### src/rtl/ctrl_types_pkg.sv
// -----------------------------------------------------------------------------
// ctrl_types_pkg
// Shared controller types: the storage operation encoding carried in the
// register snapshot and the controller state encoding.
// -----------------------------------------------------------------------------
package ctrl_types_pkg;

    // Operation encoding; 3'd4..3'd7 are illegal and never reach storage.
    typedef enum logic [2:0] {
        NOP = 3'd0,
        GET = 3'd1,
        PUT = 3'd2,
        DEL = 3'd3
    } operation_e;

    typedef enum logic [1:0] {
        IDLE     = 2'd0,
        ISSUE    = 2'd1,
        WAIT_RSP = 2'd2,
        DONE     = 2'd3
    } ctrl_state_e;

    // True for operations that launch a storage transaction.
    function automatic logic is_txn_op(input logic [2:0] op);
        logic res_s;
        case (op)
            GET, PUT, DEL: res_s = 1'b1;
            default:       res_s = 1'b0;
        endcase
        return res_s;
    endfunction

endpackage : ctrl_types_pkg

### src/rtl/if_types_pkg.sv
// -----------------------------------------------------------------------------
// if_types_pkg
// Register-interface snapshot/writeback structures exchanged between the OBI
// register block and the cache controller.
// -----------------------------------------------------------------------------
package if_types_pkg;

    import ctrl_types_pkg::*;

    localparam int RegKeyWidth  = 16;
    localparam int RegDataWidth = 32;

    // Raw operation field: it may hold an illegal encoding written by software.
    typedef struct packed {
        logic [RegDataWidth-1:0] dat;
        logic [RegKeyWidth-1:0]  key;
        logic [2:0]              operation;
    } reg_read_t;

    typedef struct packed {
        logic                    data_valid;
        logic [RegDataWidth-1:0] dat;
        logic                    busy_valid;
        logic                    busy;
        logic                    hit_valid;
        logic                    hit;
        logic                    operation_valid;
        operation_e              operation;
    } reg_write_t;

endpackage : if_types_pkg

### src/rtl/ctrl_timeout_cnt.sv
// -----------------------------------------------------------------------------
// ctrl_timeout_cnt
// Watchdog counter for one storage transaction.
//   clk     : system clock
//   rst_n   : synchronous active-low reset
//   clear   : restart from zero (has priority over enable)
//   enable  : count one cycle
//   expired : count has reached TimeoutCycles-1
// -----------------------------------------------------------------------------
module ctrl_timeout_cnt #(
    parameter int TimeoutCycles = 64
) (
    input  logic clk,
    input  logic rst_n,
    input  logic clear,
    input  logic enable,
    output logic expired
);

    localparam int CntWidth = (TimeoutCycles > 1) ? $clog2(TimeoutCycles) : 1;
    localparam logic [CntWidth-1:0] LastCnt = CntWidth'(TimeoutCycles - 1);

    logic [CntWidth-1:0] cnt_r;
    logic                at_last_s;

    // Terminal-count decode.
    always_comb begin
        at_last_s = (cnt_r == LastCnt);
    end

    // Counter register; holds at the terminal count so it never wraps.
    always_ff @(posedge clk) begin
        if (!rst_n) begin
            cnt_r <= {CntWidth{1'b0}};
        end else if (clear) begin
            cnt_r <= {CntWidth{1'b0}};
        end else if (enable && !at_last_s) begin
            cnt_r <= cnt_r + CntWidth'(1);
        end else begin
            cnt_r <= cnt_r;
        end
    end

    // Expiry flag.
    always_comb begin
        expired = at_last_s;
    end

endmodule : ctrl_timeout_cnt

### src/rtl/redis_cache_ctrl_fsm.sv
// -----------------------------------------------------------------------------
// redis_cache_ctrl_fsm
// Cache controller: takes the register snapshot, runs one GET/PUT/DEL on the
// key-value storage port (req/gnt/rvalid with watchdog) and writes busy, hit,
// data and operation=NOP back to the register interface.
//   clk, rst_n    : clock, synchronous active-low reset
//   reg_read_i    : {dat, key, operation} snapshot from the register block
//   reg_write_o   : writeback fields with per-field valids
//   mem_req_o     : storage request (held until mem_gnt_i)
//   mem_op_o      : latched operation
//   mem_key_o     : latched key
//   mem_wdata_o   : latched data for PUT, zero otherwise
//   mem_gnt_i     : storage accepted the request
//   mem_rvalid_i  : storage response valid
//   mem_hit_i     : key found / stored, qualified by mem_rvalid_i
//   mem_rdata_i   : GET value, qualified by mem_rvalid_i
//   timeout_o     : one-cycle pulse when a transaction aborts on timeout
// -----------------------------------------------------------------------------
module redis_cache_ctrl_fsm
    import ctrl_types_pkg::*;
    import if_types_pkg::*;
#(
    parameter int KeyWidth      = RegKeyWidth,
    parameter int DataWidth     = RegDataWidth,
    parameter int TimeoutCycles = 64
) (
    input  logic                 clk,
    input  logic                 rst_n,
    input  reg_read_t            reg_read_i,
    output reg_write_t           reg_write_o,
    output logic                 mem_req_o,
    output logic [2:0]           mem_op_o,
    output logic [KeyWidth-1:0]  mem_key_o,
    output logic [DataWidth-1:0] mem_wdata_o,
    input  logic                 mem_gnt_i,
    input  logic                 mem_rvalid_i,
    input  logic                 mem_hit_i,
    input  logic [DataWidth-1:0] mem_rdata_i,
    output logic                 timeout_o
);

    ctrl_state_e            state_r;
    ctrl_state_e            state_nxt_s;
    operation_e             op_r;
    logic [KeyWidth-1:0]    key_r;
    logic [DataWidth-1:0]   dat_r;
    logic                   hit_r;
    logic [DataWidth-1:0]   rdata_r;

    logic                   start_s;
    logic                   rsp_s;
    logic                   expired_s;
    logic                   abort_s;
    logic                   cnt_clear_s;
    logic                   cnt_en_s;

    // Transaction-level event decode shared by the FSM, latches and outputs.
    always_comb begin
        start_s = (state_r == IDLE) && is_txn_op(reg_read_i.operation);
        // A response only counts in ISSUE when it arrives together with gnt.
        if (state_r == ISSUE) begin
            rsp_s = mem_gnt_i && mem_rvalid_i;
        end else if (state_r == WAIT_RSP) begin
            rsp_s = mem_rvalid_i;
        end else begin
            rsp_s = 1'b0;
        end
        // A response on the last counted cycle wins over the timeout.
        abort_s     = ((state_r == ISSUE) || (state_r == WAIT_RSP)) && expired_s && !rsp_s;
        cnt_clear_s = start_s;
        cnt_en_s    = (state_r == ISSUE) || (state_r == WAIT_RSP);
    end

    ctrl_timeout_cnt #(
        .TimeoutCycles(TimeoutCycles)
    ) u_timeout_cnt (
        .clk    (clk),
        .rst_n  (rst_n),
        .clear  (cnt_clear_s),
        .enable (cnt_en_s),
        .expired(expired_s)
    );

    // State register.
    always_ff @(posedge clk) begin
        if (!rst_n) begin
            state_r <= IDLE;
        end else begin
            state_r <= state_nxt_s;
        end
    end

    // Next-state logic.
    always_comb begin
        state_nxt_s = state_r;
        case (state_r)
            IDLE: begin
                if (start_s) begin
                    state_nxt_s = ISSUE;
                end else begin
                    state_nxt_s = IDLE;
                end
            end
            ISSUE: begin
                if (rsp_s || abort_s) begin
                    state_nxt_s = DONE;
                end else if (mem_gnt_i) begin
                    state_nxt_s = WAIT_RSP;
                end else begin
                    state_nxt_s = ISSUE;
                end
            end
            WAIT_RSP: begin
                if (rsp_s || abort_s) begin
                    state_nxt_s = DONE;
                end else begin
                    state_nxt_s = WAIT_RSP;
                end
            end
            DONE: begin
                state_nxt_s = IDLE;
            end
            default: begin
                state_nxt_s = IDLE;
            end
        endcase
    end

    // Request latches and response capture.
    always_ff @(posedge clk) begin
        if (!rst_n) begin
            op_r    <= NOP;
            key_r   <= {KeyWidth{1'b0}};
            dat_r   <= {DataWidth{1'b0}};
            hit_r   <= 1'b0;
            rdata_r <= {DataWidth{1'b0}};
        end else if (start_s) begin
            op_r    <= operation_e'(reg_read_i.operation);
            key_r   <= KeyWidth'(reg_read_i.key);
            dat_r   <= DataWidth'(reg_read_i.dat);
            hit_r   <= 1'b0;
            rdata_r <= {DataWidth{1'b0}};
        end else if (rsp_s) begin
            hit_r   <= mem_hit_i;
            rdata_r <= mem_rdata_i;
        end else if (abort_s) begin
            hit_r   <= 1'b0;
            rdata_r <= {DataWidth{1'b0}};
        end else begin
            hit_r   <= hit_r;
            rdata_r <= rdata_r;
        end
    end

    // Writeback and storage-port outputs from state and latches.
    always_comb begin
        reg_write_o = '0;
        mem_req_o   = 1'b0;
        mem_op_o    = op_r;
        mem_key_o   = key_r;
        timeout_o   = abort_s;
        if (op_r == PUT) begin
            mem_wdata_o = dat_r;
        end else begin
            mem_wdata_o = {DataWidth{1'b0}};
        end
        case (state_r)
            IDLE: begin
                if (is_txn_op(reg_read_i.operation)) begin
                    reg_write_o.busy_valid = 1'b1;
                    reg_write_o.busy       = 1'b1;
                    reg_write_o.hit_valid  = 1'b1;
                    reg_write_o.hit        = 1'b0;
                end else if (reg_read_i.operation != 3'(NOP)) begin
                    // Illegal opcode: clear it back to NOP and report a miss.
                    reg_write_o.operation_valid = 1'b1;
                    reg_write_o.operation       = NOP;
                    reg_write_o.hit_valid       = 1'b1;
                    reg_write_o.hit             = 1'b0;
                end else begin
                    reg_write_o = '0;
                end
            end
            ISSUE: begin
                mem_req_o = 1'b1;
            end
            WAIT_RSP: begin
                mem_req_o = 1'b0;
            end
            DONE: begin
                reg_write_o.busy_valid      = 1'b1;
                reg_write_o.busy            = 1'b0;
                reg_write_o.hit_valid       = 1'b1;
                reg_write_o.hit             = hit_r;
                reg_write_o.operation_valid = 1'b1;
                reg_write_o.operation       = NOP;
                if ((op_r == GET) && hit_r) begin
                    reg_write_o.data_valid = 1'b1;
                    reg_write_o.dat        = RegDataWidth'(rdata_r);
                end else begin
                    reg_write_o.data_valid = 1'b0;
                end
            end
            default: begin
                reg_write_o = '0;
            end
        endcase
    end

endmodule : redis_cache_ctrl_fsm

### config.mk
export PLATFORM = sky130hd
export DESIGN_NAME = redis_cache_ctrl_fsm
export DESIGN_NICKNAME = d
export VERILOG_FILES = /design/src/rtl/ctrl_types_pkg.sv /design/src/rtl/if_types_pkg.sv /design/src/rtl/ctrl_timeout_cnt.sv /design/src/rtl/redis_cache_ctrl_fsm.sv
export SDC_FILE = /design/constraint.sdc
export NUM_CORES = 1
export LEC_CHECK = 0
export CELL_PAD_IN_SITES_DETAIL_PLACEMENT = 1
export CELL_PAD_IN_SITES_GLOBAL_PLACEMENT = 2
export CORE_MARGIN = 2
export CORE_UTILIZATION = 25
export DETAILED_ROUTE_END_ITERATION = 12
export GPL_ROUTABILITY_DRIVEN = 1
export PLACE_DENSITY_LB_ADDON = 0.1
export SLEW_MARGIN = 20
export SYNTH_ARGS = -nofsm -noshare
export SYNTH_HDL_FRONTEND = slang
export SYNTH_SLANG_ARGS = --single-unit
### constraint.sdc
create_clock -name clk -period 4.9 [get_ports clk]
set_clock_uncertainty 0.15 [all_clocks]
set_input_delay 0.98 -clock clk [delete_from_list [all_inputs] [get_ports clk]]
set_output_delay 0.98 -clock clk [all_outputs]
set_load 0.005 [all_outputs]
==> results.md <==
- CTS tree: done
- Most frequent cells in the layout: 178 x clkdlybuf4s50_1, 92 x dfxtp_1, 66 x and2_1, 54 x a21oi_1, 51 x nand3_1
- CORE AREA: 15900 um2
- Routed Antenna Nets: 0
- # DRC: 0
- Syn avg cell area: 9.02 um2
- P&R area growth vs syn: 56.1%
- First-pass GRT wire length: 22900 um
- Period utilisation layout: 82.2%
- Critical path endpoint category: output port
- Pre-CTS setup slack: 834 ps
- Fill cell count: 1849
- I/O Pins: 182
- Post-synth ARST share: 0%
- # Post-CTS Setup Buffers: 0
- Die Width: 132 um
- Via-to-Cell Ratio: 4.88
- Initial DRC count: 135
- Final Hold Fails: 0
- Reg-to-reg endpoint: rdata_r[2]
- Hold WC Path Type: reg2reg
- Bufs on Longest Clock Path: 2
- RSZ-0062 raised after global routing: false
- Status: finished, final reports clean
- Setup Total Neg Slack: 0 ps
- Leak: 2.44 nW
- Max-cap violations: 0
- Hold buffer count at cts: 0
- Vias in the first global route: 4125
- Starting Density: 25.6%
- Register area: 1840 um2
- Clock Sinks: 92
- # nets final: 700
- Row count: 46
- Final GP Congestion: 0.757
- Multi-input gate area: 2000 um2
- Post-CTS Resized: 0
- Sequential fraction of the synthesis area: 45.3%
- Worst Max-Slew Pin Slew: 970 ps
- Hold Path Cell Cnt: 2
- Yosys warnings: 0
- Post-DP HPWL: 9800 um
- Unique masters post-synth: 40
- Synth top area share: 45.3%
- Root buf cell: clkbuf_16
- Maximum VDD drop: 149 uV
- Share of cells above drive strength 1: 10.6%
- Iteration count of the initial detailed-routing pass: 4
- Cells on worst reg2reg path: 7
- Routed wire length: 14500 um
- Ant. Diodes: 0
- Area leader, netlist: dfxtp_1
- Commonest non-fill, non-tap cell in the layout: clkdlybuf4s50_1
- Crit path kind: in2out
- CP startpoint kind: input port
- Largest net degree at the start of global routing: 53
- CP Data Required Time: 3770 ps
- Drt wl/cell: 17.5 um
- Worst-path clk slew: 60 ps
- CTS Buf Count: 9
- Die H: 132 um
- Gr usage total: 16.7%
- Slew Limit Fails: 0
- Clk Latency, worst-skew pair: 340 ps
- Setup-failing EPs final: 0
- Cells after synthesis: 451
- Post-Syn Area: 4070 um2
- Vias post-DR: 4039
- Launch point of the worst reg-to-reg path: state_r[0]
- Arr. time, crit path: 2900 ps
- CP max FO: 27
- P per Cell Area: 290 nW/um2
- Initial antenna violation count: 0
- Min-Delay Endpoint: dat_r[7]
- Slew HR: 35.3%
- Min Clock Period, post-route: 4030 ps
- Grt ovf: 0
- EDFF count, synth: 0
- PortBufs: 178
- Die area: 17300 um2
- Top cells by area, synth: dfxtp_1 45%, and2_1 10%, a32o_2 8.3%
- Final core occ: 40.0%
- H-tree Lvls: 3
- Seq cells post-synth: 92
- Main synth FF type: dfxtp_1
- Achievable Freq: 248 MHz
- Worst min-delay path startpoint: dat_r[7]
- Setup WS post-layout: 875 ps
- R2R setup slack: 2350 ps
sequential cells by signal, summed over array words and instances (netlist names), named ones only:
name / cells
dat_r: 32
rdata_r: 32
mem_key_o: 16
u_timeout_cnt.cnt_r: 6
mem_op_o: 3
hit_r: 1
state_r: 1
cell usage after synthesis, types with 2 or more instances:
master    count
buf_1         4
clkbuf_1     26
and2_1       66
nand2_1       6
nand3b_1      2
mux2i_1       3
nand3_1      51
a21oi_1      54
nor2_1        7
buf_4         3
a221oi_1      2
nor3_1        2
and4_1        3
a32o_1        3
buf_6         5
ha_1          5
o211a_1       2
o211ai_1      4
dfxtp_1      92
buf_2         7
inv_1         7
o21ai_0      49
a32o_2       30
a211oi_1      2
cell families after synthesis:
kind of cell / after synthesis / share of synthesized area [%]
AOI/OAI and AO/OA: 154 / 26.0
and+or+nand+nor: 143 / 20.1
DFF: 92 / 45.3
buffers and inverters: 53 / 6.30
adders and majority gates: 5 / 1.54
muxes: 3 / 0.738
other: 1 / 0.0922
how the worst max path moves through the flow:
stage / depth (start not counted) / endpoint / startpoint
3_5_place_dp: 5 / reg_write_o[7] / reg_read_i[1]
5_1_grt: 5 / reg_write_o[7] / reg_read_i[1]
3_3_place_gp: 5 / reg_write_o[7] / reg_read_i[1]
2_1_floorplan: 4 / reg_write_o[5] / reg_read_i[0]
6_report: 5 / reg_write_o[7] / reg_read_i[1]
4_1_cts: 5 / reg_write_o[7] / reg_read_i[1]
layer usage:
| metal | vias up | track usage [%] | wire length [um] |
|---|---|---|---|
| met5 | - | 0 | 0 |
| met4 | 0 | 6.40 | 272 |
| met3 | 18 | 5.32 | 962 |
| met2 | 107 | 28.6 | 7260 |
| met1 | 1979 | 19.5 | 5970 |
| li1 | 1935 | - | - |
power breakdown:
group	switching, mW	internal [mW]	total, mW
logic	0.113	0.128	0.242
clock network	0.299	0.510	0.809
registers	0.0134	0.777	0.790
total	0.426	1.42	1.84
through the flow:
stage | power, mW | hold slack, ps | instance area [um2] | instances
2_1_floorplan | 0.908 | 299 | 4080 | 453
3_3_place_gp | 1.05 | 307 | 5990 | 811
3_5_place_dp | 1.05 | 318 | 5990 | 811
4_1_cts | 1.87 | 327 | 6330 | 826
5_1_grt | 1.93 | 351 | 6350 | 827
6_report | 1.84 | 321 | 6350 | 827
area by class of cell:
type                    count  area share (%)
inverters                   8           0.473
clock buffers              11            3.82
well taps                 216            4.26
flip-flops and latches     92            29.0
clock inverters             4            1.54
repair buffers            188            29.4
multi-input cells         308            31.5
critical path: stages:
cell and delay, ps:
clkdlybuf4s50_1 550, or2_2 540, a21oi_1 140, nor2_1 120, clkdlybuf4s50_1 560
No activity file was read; power rests on OpenSTA's default activity.
